--- config.mk ---
export PLATFORM = sky130hd
export DESIGN_NAME = mips_mc_controller
export DESIGN_NICKNAME = d
export VERILOG_FILES = /design/src/rtl/mips_mc_controller.sv
export SDC_FILE = /design/constraint.sdc
export NUM_CORES = 1
export LEC_CHECK = 0
export ABC_AREA = 0
export ABC_CLOCK_PERIOD_IN_PS = 2700
export BUFFER_PORTS_ARGS = -buffer_cell sky130_fd_sc_hd__buf_2
export CAP_MARGIN = 5
export CORE_ASPECT_RATIO = 1.1
export CORE_UTILIZATION = 56
export DETAILED_ROUTE_END_ITERATION = 10
export PLACE_DENSITY = 0.85
export SYNTH_ARGS = -nofsm -noshare
export SYNTH_HDL_FRONTEND = slang
export SYNTH_SLANG_ARGS = --single-unit
--- constraint.sdc ---
create_clock -name clk -period 2.7 [get_ports clk]
set_input_delay 0.54 -clock clk [delete_from_list [all_inputs] [get_ports clk]]
set_output_delay 0.54 -clock clk [all_outputs]
set_load 0.01 [all_outputs]
--- src/rtl/mips_mc_controller.sv ---
// Multicycle Moore control FSM for the MIPS core with memory wait states, timeout and sub-word access.
// Optional feature: define MIPS_MC_LINK_EN to implement jal; otherwise jal is an illegal opcode.
module mips_mc_controller #(
  parameter int MEM_TIMEOUT = 16,
  parameter int CNT_W       = 5
) (
  input  logic       clk,
  input  logic       reset,
  input  logic [5:0] op,
  input  logic [5:0] funct,
  input  logic       zero,
  input  logic       mem_ready,
  output logic       mem_req,
  output logic       memwrite,
  output logic       iord,
  output logic       irwrite,
  output logic       regdst,
  output logic       memtoreg,
  output logic       regwrite,
  output logic       link,
  output logic       alusrca,
  output logic [1:0] alusrcb,
  output logic [3:0] alucontrol,
  output logic [1:0] pcsrc,
  output logic       pcen,
  output logic [1:0] half,
  output logic       lbu,
  output logic       instr_done,
  output logic       trap
);

  localparam logic [5:0] OP_RTYPE = 6'b000000;
  localparam logic [5:0] OP_J     = 6'b000010;
`ifdef MIPS_MC_LINK_EN
  localparam logic [5:0] OP_JAL   = 6'b000011;
`endif
  localparam logic [5:0] OP_BEQ   = 6'b000100;
  localparam logic [5:0] OP_BNE   = 6'b000101;
  localparam logic [5:0] OP_ADDI  = 6'b001000;
  localparam logic [5:0] OP_LB    = 6'b100000;
  localparam logic [5:0] OP_LH    = 6'b100001;
  localparam logic [5:0] OP_LW    = 6'b100011;
  localparam logic [5:0] OP_LBU   = 6'b100100;
  localparam logic [5:0] OP_SB    = 6'b101000;
  localparam logic [5:0] OP_SH    = 6'b101001;
  localparam logic [5:0] OP_SW    = 6'b101011;

  localparam logic [5:0] FN_JR  = 6'b001000;
  localparam logic [5:0] FN_ADD = 6'b100000;
  localparam logic [5:0] FN_SUB = 6'b100010;
  localparam logic [5:0] FN_AND = 6'b100100;
  localparam logic [5:0] FN_OR  = 6'b100101;
  localparam logic [5:0] FN_SLT = 6'b101010;

  localparam logic [3:0] ALU_AND = 4'b0000;
  localparam logic [3:0] ALU_OR  = 4'b0001;
  localparam logic [3:0] ALU_ADD = 4'b0010;
  localparam logic [3:0] ALU_SUB = 4'b0110;
  localparam logic [3:0] ALU_SLT = 4'b0111;

  localparam bit             TO_EN   = (MEM_TIMEOUT != 0);
  localparam logic [CNT_W-1:0] TO_LAST = CNT_W'(MEM_TIMEOUT - 1);

  typedef enum logic [3:0] {
    S_FETCH, S_DECODE, S_MEMADR, S_MEMRD, S_MEMWB, S_MEMWR, S_RTYPE, S_ALUWB,
    S_BRANCH, S_ADDIEX, S_ADDIWB, S_JUMP, S_JR, S_JAL, S_TRAP
  } state_t;

  state_t           r_state;
  logic [CNT_W-1:0] r_wait_cnt;
  logic             r_trap;

  logic             w_is_load;
  logic             w_is_store;
  logic             w_funct_ok;
  logic [3:0]       w_rt_alu;
  logic [1:0]       w_half;
  logic             w_lbu;
  logic             w_timeout;
  logic [CNT_W-1:0] w_cnt_inc;
  logic             w_pcwrite;
  logic             w_branch;
  logic             w_ne;

  assign w_is_load  = (op == OP_LW) || (op == OP_LB) || (op == OP_LBU) || (op == OP_LH);
  assign w_is_store = (op == OP_SW) || (op == OP_SB) || (op == OP_SH);
  // The final wait cycle times out only if memory still has not answered.
  assign w_timeout  = TO_EN && (r_wait_cnt == TO_LAST) && !mem_ready;
  assign w_cnt_inc  = (&r_wait_cnt) ? r_wait_cnt : r_wait_cnt + CNT_W'(1);

  always_comb begin
    w_funct_ok = 1'b1;
    w_rt_alu   = ALU_ADD;
    case (funct)
      FN_ADD:  w_rt_alu = ALU_ADD;
      FN_SUB:  w_rt_alu = ALU_SUB;
      FN_AND:  w_rt_alu = ALU_AND;
      FN_OR:   w_rt_alu = ALU_OR;
      FN_SLT:  w_rt_alu = ALU_SLT;
      default: w_funct_ok = 1'b0;
    endcase
  end

  always_comb begin
    w_half = 2'b00;
    w_lbu  = 1'b0;
    case (op)
      OP_LB, OP_SB: w_half = 2'b10;
      OP_LBU: begin
        w_half = 2'b10;
        w_lbu  = 1'b1;
      end
      OP_LH, OP_SH: w_half = 2'b01;
      default: ;
    endcase
  end

  always_ff @(posedge clk) begin
    if (reset) begin
      r_state    <= S_FETCH;
      r_wait_cnt <= '0;
      r_trap     <= 1'b0;
    end else begin
      r_wait_cnt <= '0;
      case (r_state)
        S_FETCH, S_MEMRD, S_MEMWR: begin
          if (mem_ready) begin
            if (r_state == S_FETCH)      r_state <= S_DECODE;
            else if (r_state == S_MEMRD) r_state <= S_MEMWB;
            else                         r_state <= S_FETCH;
          end else if (w_timeout) begin
            r_state <= S_TRAP;
            r_trap  <= 1'b1;
          end else begin
            r_wait_cnt <= w_cnt_inc;
          end
        end
        S_DECODE: begin
          if (op == OP_RTYPE)                  r_state <= (funct == FN_JR) ? S_JR : S_RTYPE;
          else if (w_is_load || w_is_store)    r_state <= S_MEMADR;
          else if (op == OP_BEQ || op == OP_BNE) r_state <= S_BRANCH;
          else if (op == OP_ADDI)              r_state <= S_ADDIEX;
          else if (op == OP_J)                 r_state <= S_JUMP;
`ifdef MIPS_MC_LINK_EN
          else if (op == OP_JAL)               r_state <= S_JAL;
`endif
          else begin
            r_state <= S_TRAP;
            r_trap  <= 1'b1;
          end
        end
        S_MEMADR: r_state <= w_is_load ? S_MEMRD : S_MEMWR;
        S_RTYPE: begin
          if (w_funct_ok) begin
            r_state <= S_ALUWB;
          end else begin
            r_state <= S_TRAP;
            r_trap  <= 1'b1;
          end
        end
        S_ADDIEX: r_state <= S_ADDIWB;
        S_TRAP:   r_state <= S_TRAP;
        default:  r_state <= S_FETCH;
      endcase
    end
  end

  // Moore decode; reset forces every strobe low so an aborted instruction writes nothing.
  always_comb begin
    mem_req    = 1'b0;
    memwrite   = 1'b0;
    iord       = 1'b0;
    irwrite    = 1'b0;
    regdst     = 1'b0;
    memtoreg   = 1'b0;
    regwrite   = 1'b0;
    link       = 1'b0;
    alusrca    = 1'b0;
    alusrcb    = 2'b00;
    alucontrol = 4'b0000;
    pcsrc      = 2'b00;
    half       = 2'b00;
    lbu        = 1'b0;
    instr_done = 1'b0;
    w_pcwrite  = 1'b0;
    w_branch   = 1'b0;
    w_ne       = 1'b0;
    if (!reset) begin
      case (r_state)
        S_FETCH: begin
          mem_req    = 1'b1;
          alusrcb    = 2'b01;
          alucontrol = ALU_ADD;
          irwrite    = mem_ready;
          w_pcwrite  = mem_ready;
        end
        S_DECODE: begin
          alusrcb    = 2'b11;
          alucontrol = ALU_ADD;
        end
        S_MEMADR, S_ADDIEX: begin
          alusrca    = 1'b1;
          alusrcb    = 2'b10;
          alucontrol = ALU_ADD;
        end
        S_MEMRD: begin
          mem_req = 1'b1;
          iord    = 1'b1;
          half    = w_half;
          lbu     = w_lbu;
        end
        S_MEMWB: begin
          memtoreg   = 1'b1;
          regwrite   = 1'b1;
          half       = w_half;
          lbu        = w_lbu;
          instr_done = 1'b1;
        end
        S_MEMWR: begin
          mem_req    = 1'b1;
          memwrite   = 1'b1;
          iord       = 1'b1;
          half       = w_half;
          instr_done = mem_ready;
        end
        S_RTYPE: begin
          alusrca    = 1'b1;
          alucontrol = w_rt_alu;
        end
        S_ALUWB: begin
          regdst     = 1'b1;
          regwrite   = 1'b1;
          instr_done = 1'b1;
        end
        S_BRANCH: begin
          alusrca    = 1'b1;
          alucontrol = ALU_SUB;
          pcsrc      = 2'b01;
          w_branch   = 1'b1;
          w_ne       = (op == OP_BNE);
          instr_done = 1'b1;
        end
        S_ADDIWB: begin
          regwrite   = 1'b1;
          instr_done = 1'b1;
        end
        S_JUMP: begin
          pcsrc      = 2'b10;
          w_pcwrite  = 1'b1;
          instr_done = 1'b1;
        end
        S_JR: begin
          pcsrc      = 2'b11;
          w_pcwrite  = 1'b1;
          instr_done = 1'b1;
        end
`ifdef MIPS_MC_LINK_EN
        S_JAL: begin
          regwrite   = 1'b1;
          link       = 1'b1;
          pcsrc      = 2'b10;
          w_pcwrite  = 1'b1;
          instr_done = 1'b1;
        end
`endif
        default: ;
      endcase
    end
    pcen = w_pcwrite | (w_branch & (zero ^ w_ne));
    trap = r_trap & ~reset;
  end

endmodule

==> summary by stage <==
Run status
The run finished with clean final reports.

Synthesis
The synthesized netlist occupies a cell area of 1340 um2. The Yosys step of the flow raised 0 warnings. Synthesis inferred 10 register bits.

The average size of a mapped cell is 7.04 um2. Sorting the synthesized cells by area gives the leading types as sky130_fd_sc_hd__dfxtp_1 (15%), sky130_fd_sc_hd__nor2_1 (8.1%), sky130_fd_sc_hd__nand2b_1 (4.2%), sky130_fd_sc_hd__nand2_1 (3.9%), sky130_fd_sc_hd__a21oi_1 (3.7%). The netlist uses 58 different library cells. The fraction of registers with async set or reset after synthesis is 0%. The biggest area consumer among synthesized cells is sky130_fd_sc_hd__dfxtp_1. Yosys mapped a number of flops with a built-in enable equal to 0.

Of the post-synthesis cell area, the dominant cell type holds 14.9%. The predominant post-synthesis flop cell is sky130_fd_sc_hd__dfxtp_1. By count the netlist is led by sky130_fd_sc_hd__nor2_1 (29), sky130_fd_sc_hd__nand2_1 (14), sky130_fd_sc_hd__a21oi_1 (10), sky130_fd_sc_hd__dfxtp_1 (10). Synthesis handed over a netlist of 191 instances. Summing the sequential cell areas from Yosys gives 14.9% of the chip area. Among all cell types in the netlist, the one instantiated most often is sky130_fd_sc_hd__nor2_1.

Clock tree
The clock tree from TritonCTS is done. The total CTS buffers is 3. The clock passes through at most 2 buffers. The count of hold buffers inserted by post-cts repair is 0.

The clock net in this run drives a total of 10 sinks. The clock-pin slew on the worst setup and hold paths is 60 ps. CTS built an H-tree with a depth of 1. The cell sitting at the root of the clock tree is a sky130_fd_sc_hd__clkbuf_4.

At the later pin of the worst-skew pair, clock insertion delay measures 260 ps.

STA
The setup total negative slack is 0 ps. Setup repair after global routing left no endpoint under its margin. The clock period minus final worst setup slack is 2320 ps.

The highest clock frequency the design can meet is 431 MHz. The number of slew-limit violations in the final report is 0. Across the routed clock network, the largest skew measured is 3.14 ps. For the pin with the worst max-slew slack, the measured transition is 668 ps. The final period utilization is a little under nine tenths. The hold violation total from the final report is 0. The worst pin sits at a relative slew slack of 55.4%. Setup violations remaining at the end of the flow were counted as 0.

Setup path
At the worst endpoint, the arrival time is 1780 ps. In this run the register-to-register setup slack is 700 ps. Of all nets on the critical path, the largest fanout is 18. Walking the worst path, the cells encountered are nor2b_4 > nand2_1 > or4_1 > a21oi_1 > buf_2.

The endpoint kind of the worst setup timing path is an output port. The slowest stage of the critical path is the sky130_fd_sc_hd__dfxtp_2 cell. The worst path required time is 2160 ps. The worst setup path is launched from a flop.

On the worst path, the slowest cell contributes a delay of 440 ps. The critical path class is reg -> out.

Global route
The pin count of the biggest net entering global routing is 22. The overall track demand over capacity in global routing is 28.5%. The first-pass GRT wire length is 5790 um.

The total global routing overflow is 0. The number of antenna violations at the first check in global routing is 0. The number of global-route vias before repair was 1409.

Placement
After legalization and detailed placement, the total HPWL measured 2610 um. The number of I/O port buffers is 36. The congestion estimate from routability-driven global placement came to 0.893.

Drt
After detailed routing, the number of vias per cell comes to 5.99. The routed wire length per instance is 13.7 um. The first-pass detailed-route iteration total is 4. The number of nets with antenna violations after detailed routing is 0.

The topmost layer with routed signal wires is met4. In the final routing, the length of wire on met1 measures 1400 um. The starting DRC count in detailed routing is 61.

The total via count in the routed design is around 1500. The final wirelength is between 3000 and 4000 um. Wire segments on met3 add up to 248 um in the final route. The met2 wire length is 1690 um. The detailed-route DRC error count is 0.

Die
The chip height is approximately 53 um. For this configuration, the core starts out at a cell density of 59.7%. The die outline area is 2600 um2. In this run the horizontal extent of the chip is 48.7 um.

The row count is 18. The total I/O pin count is 39. The core area is 2250 um2.

Power and ir drop
The total power of the final layout is between 1000 and 1500 uW. Dividing total power by cell area gives a power density of 873 nW/um2. The leakage dissipation is 0.000649 uW.

VDD sags by at most 634 uV.

Cells and area
The number of antenna diodes in the final layout is 0. The net count of the finished layout is between 200 and 250. The share of post-route cells with drive strength above 1 is 25.1%. Relative to the synthesized area, the layout overhead comes to 13.1%.

Worst hold path
The tightest min-delay check is of the reg -> reg type.

Run
The count of max-cap constraint violations is 0.
metal layers:
layer  global-route usage (%)  vias up
li1                         -      739
met1                     31.7      659
met2                     53.2       86
met3                     3.45        8
met4                     15.2        0
met5                        0        -
registers in the layout (all words and copies together), names as in the netlist:
signal / count
r_wait_cnt: 5
r_state: 4
r_trap: 1
final cells by class:
type                       instances  area (um2)
multi-input combinational        159        1010
timing repair buffer              40         210
tap                               30        37.5
fill                             205         732
inverter                           6        22.5
clock buffer                       4        36.3
sequential                        10         201
cells in the final DEF (no fill, tap or decap), types with 3 or more instances in the layout:
cell type and n:
sky130_fd_sc_hd__buf_2 36, sky130_fd_sc_hd__nor2_1 29, sky130_fd_sc_hd__nand2_1 14, sky130_fd_sc_hd__a21oi_1 10, sky130_fd_sc_hd__nand2b_1 9, sky130_fd_sc_hd__o21ai_0 9
sky130_fd_sc_hd__dfxtp_1 9, sky130_fd_sc_hd__nor3_1 7, sky130_fd_sc_hd__inv_1 6, sky130_fd_sc_hd__nand3_1 6, sky130_fd_sc_hd__nor2b_1 5, sky130_fd_sc_hd__and3_1 4
sky130_fd_sc_hd__o21bai_1 4, sky130_fd_sc_hd__xor2_1 4, sky130_fd_sc_hd__buf_4 4, sky130_fd_sc_hd__o31ai_1 3, sky130_fd_sc_hd__o22ai_1 3, sky130_fd_sc_hd__ha_1 3
sky130_fd_sc_hd__clkbuf_4 3
worst max-delay path: cells and delay by family, from the launching register on:
| kind | cells | cell delay [ps] |
|---|---|---|
| compound gates | 1 | 170 |
| buf+inv | 1 | 150 |
| simple gates | 3 | 760 |
| flops | 1 | 440 |
report_power, final:
| group | switching, uW | total [uW] | internal (uW) |
|---|---|---|---|
| logic | 511 | 888 | 376 |
| registers | 113 | 306 | 193 |
| clock network | 50.6 | 133 | 81.9 |
| total | 675 | 1330 | 651 |
stage by stage:
step / setup slack [ps] / area [um2] / std cells / hold slack (ps) / utilization (%)
floorplan: 689 / 1350 / 192 / 472 / -
global placement: 503 / 1480 / 245 / 492 / 65.8
detailed placement: 462 / 1480 / 245 / 509 / 65.8
CTS: 177 / 1520 / 249 / 525 / 67.4
global route: 202 / 1520 / 249 / 559 / 67.5
finish: 377 / 1520 / 249 / 523 / 67.5
logic make-up after synthesis:
| logic type | Yosys count | share of synthesized area [%] |
|---|---|---|
| XOR/XNOR | 7 | 5.12 |
| multiplexers | 2 | 1.49 |
| other | 1 | 0.279 |
| AND/OR/NAND/NOR | 95 | 38.1 |
| flip-flops | 10 | 14.9 |
| adder cells (fa/ha/maj) | 4 | 3.54 |
| AO/OA/AOI/OAI | 49 | 26.5 |
| buffers and inverters | 23 | 10.1 |
what timing repair did:
action	in CTS	in global routing
setup endpoints to repair	0	2
gates resized for setup	0	1
buffers inserted	0	0
final timing paths:
path,startpoint,to,cells after the start
worst max-delay path,r_state[0],alucontrol[2],5
worst max register to register,r_wait_cnt[0],r_state[2],8
worst min-delay path,r_wait_cnt[3],r_wait_cnt[3],2
worst min register to register,r_wait_cnt[3],r_wait_cnt[3],2
Note: power is estimated with default switching activity, not from simulation.
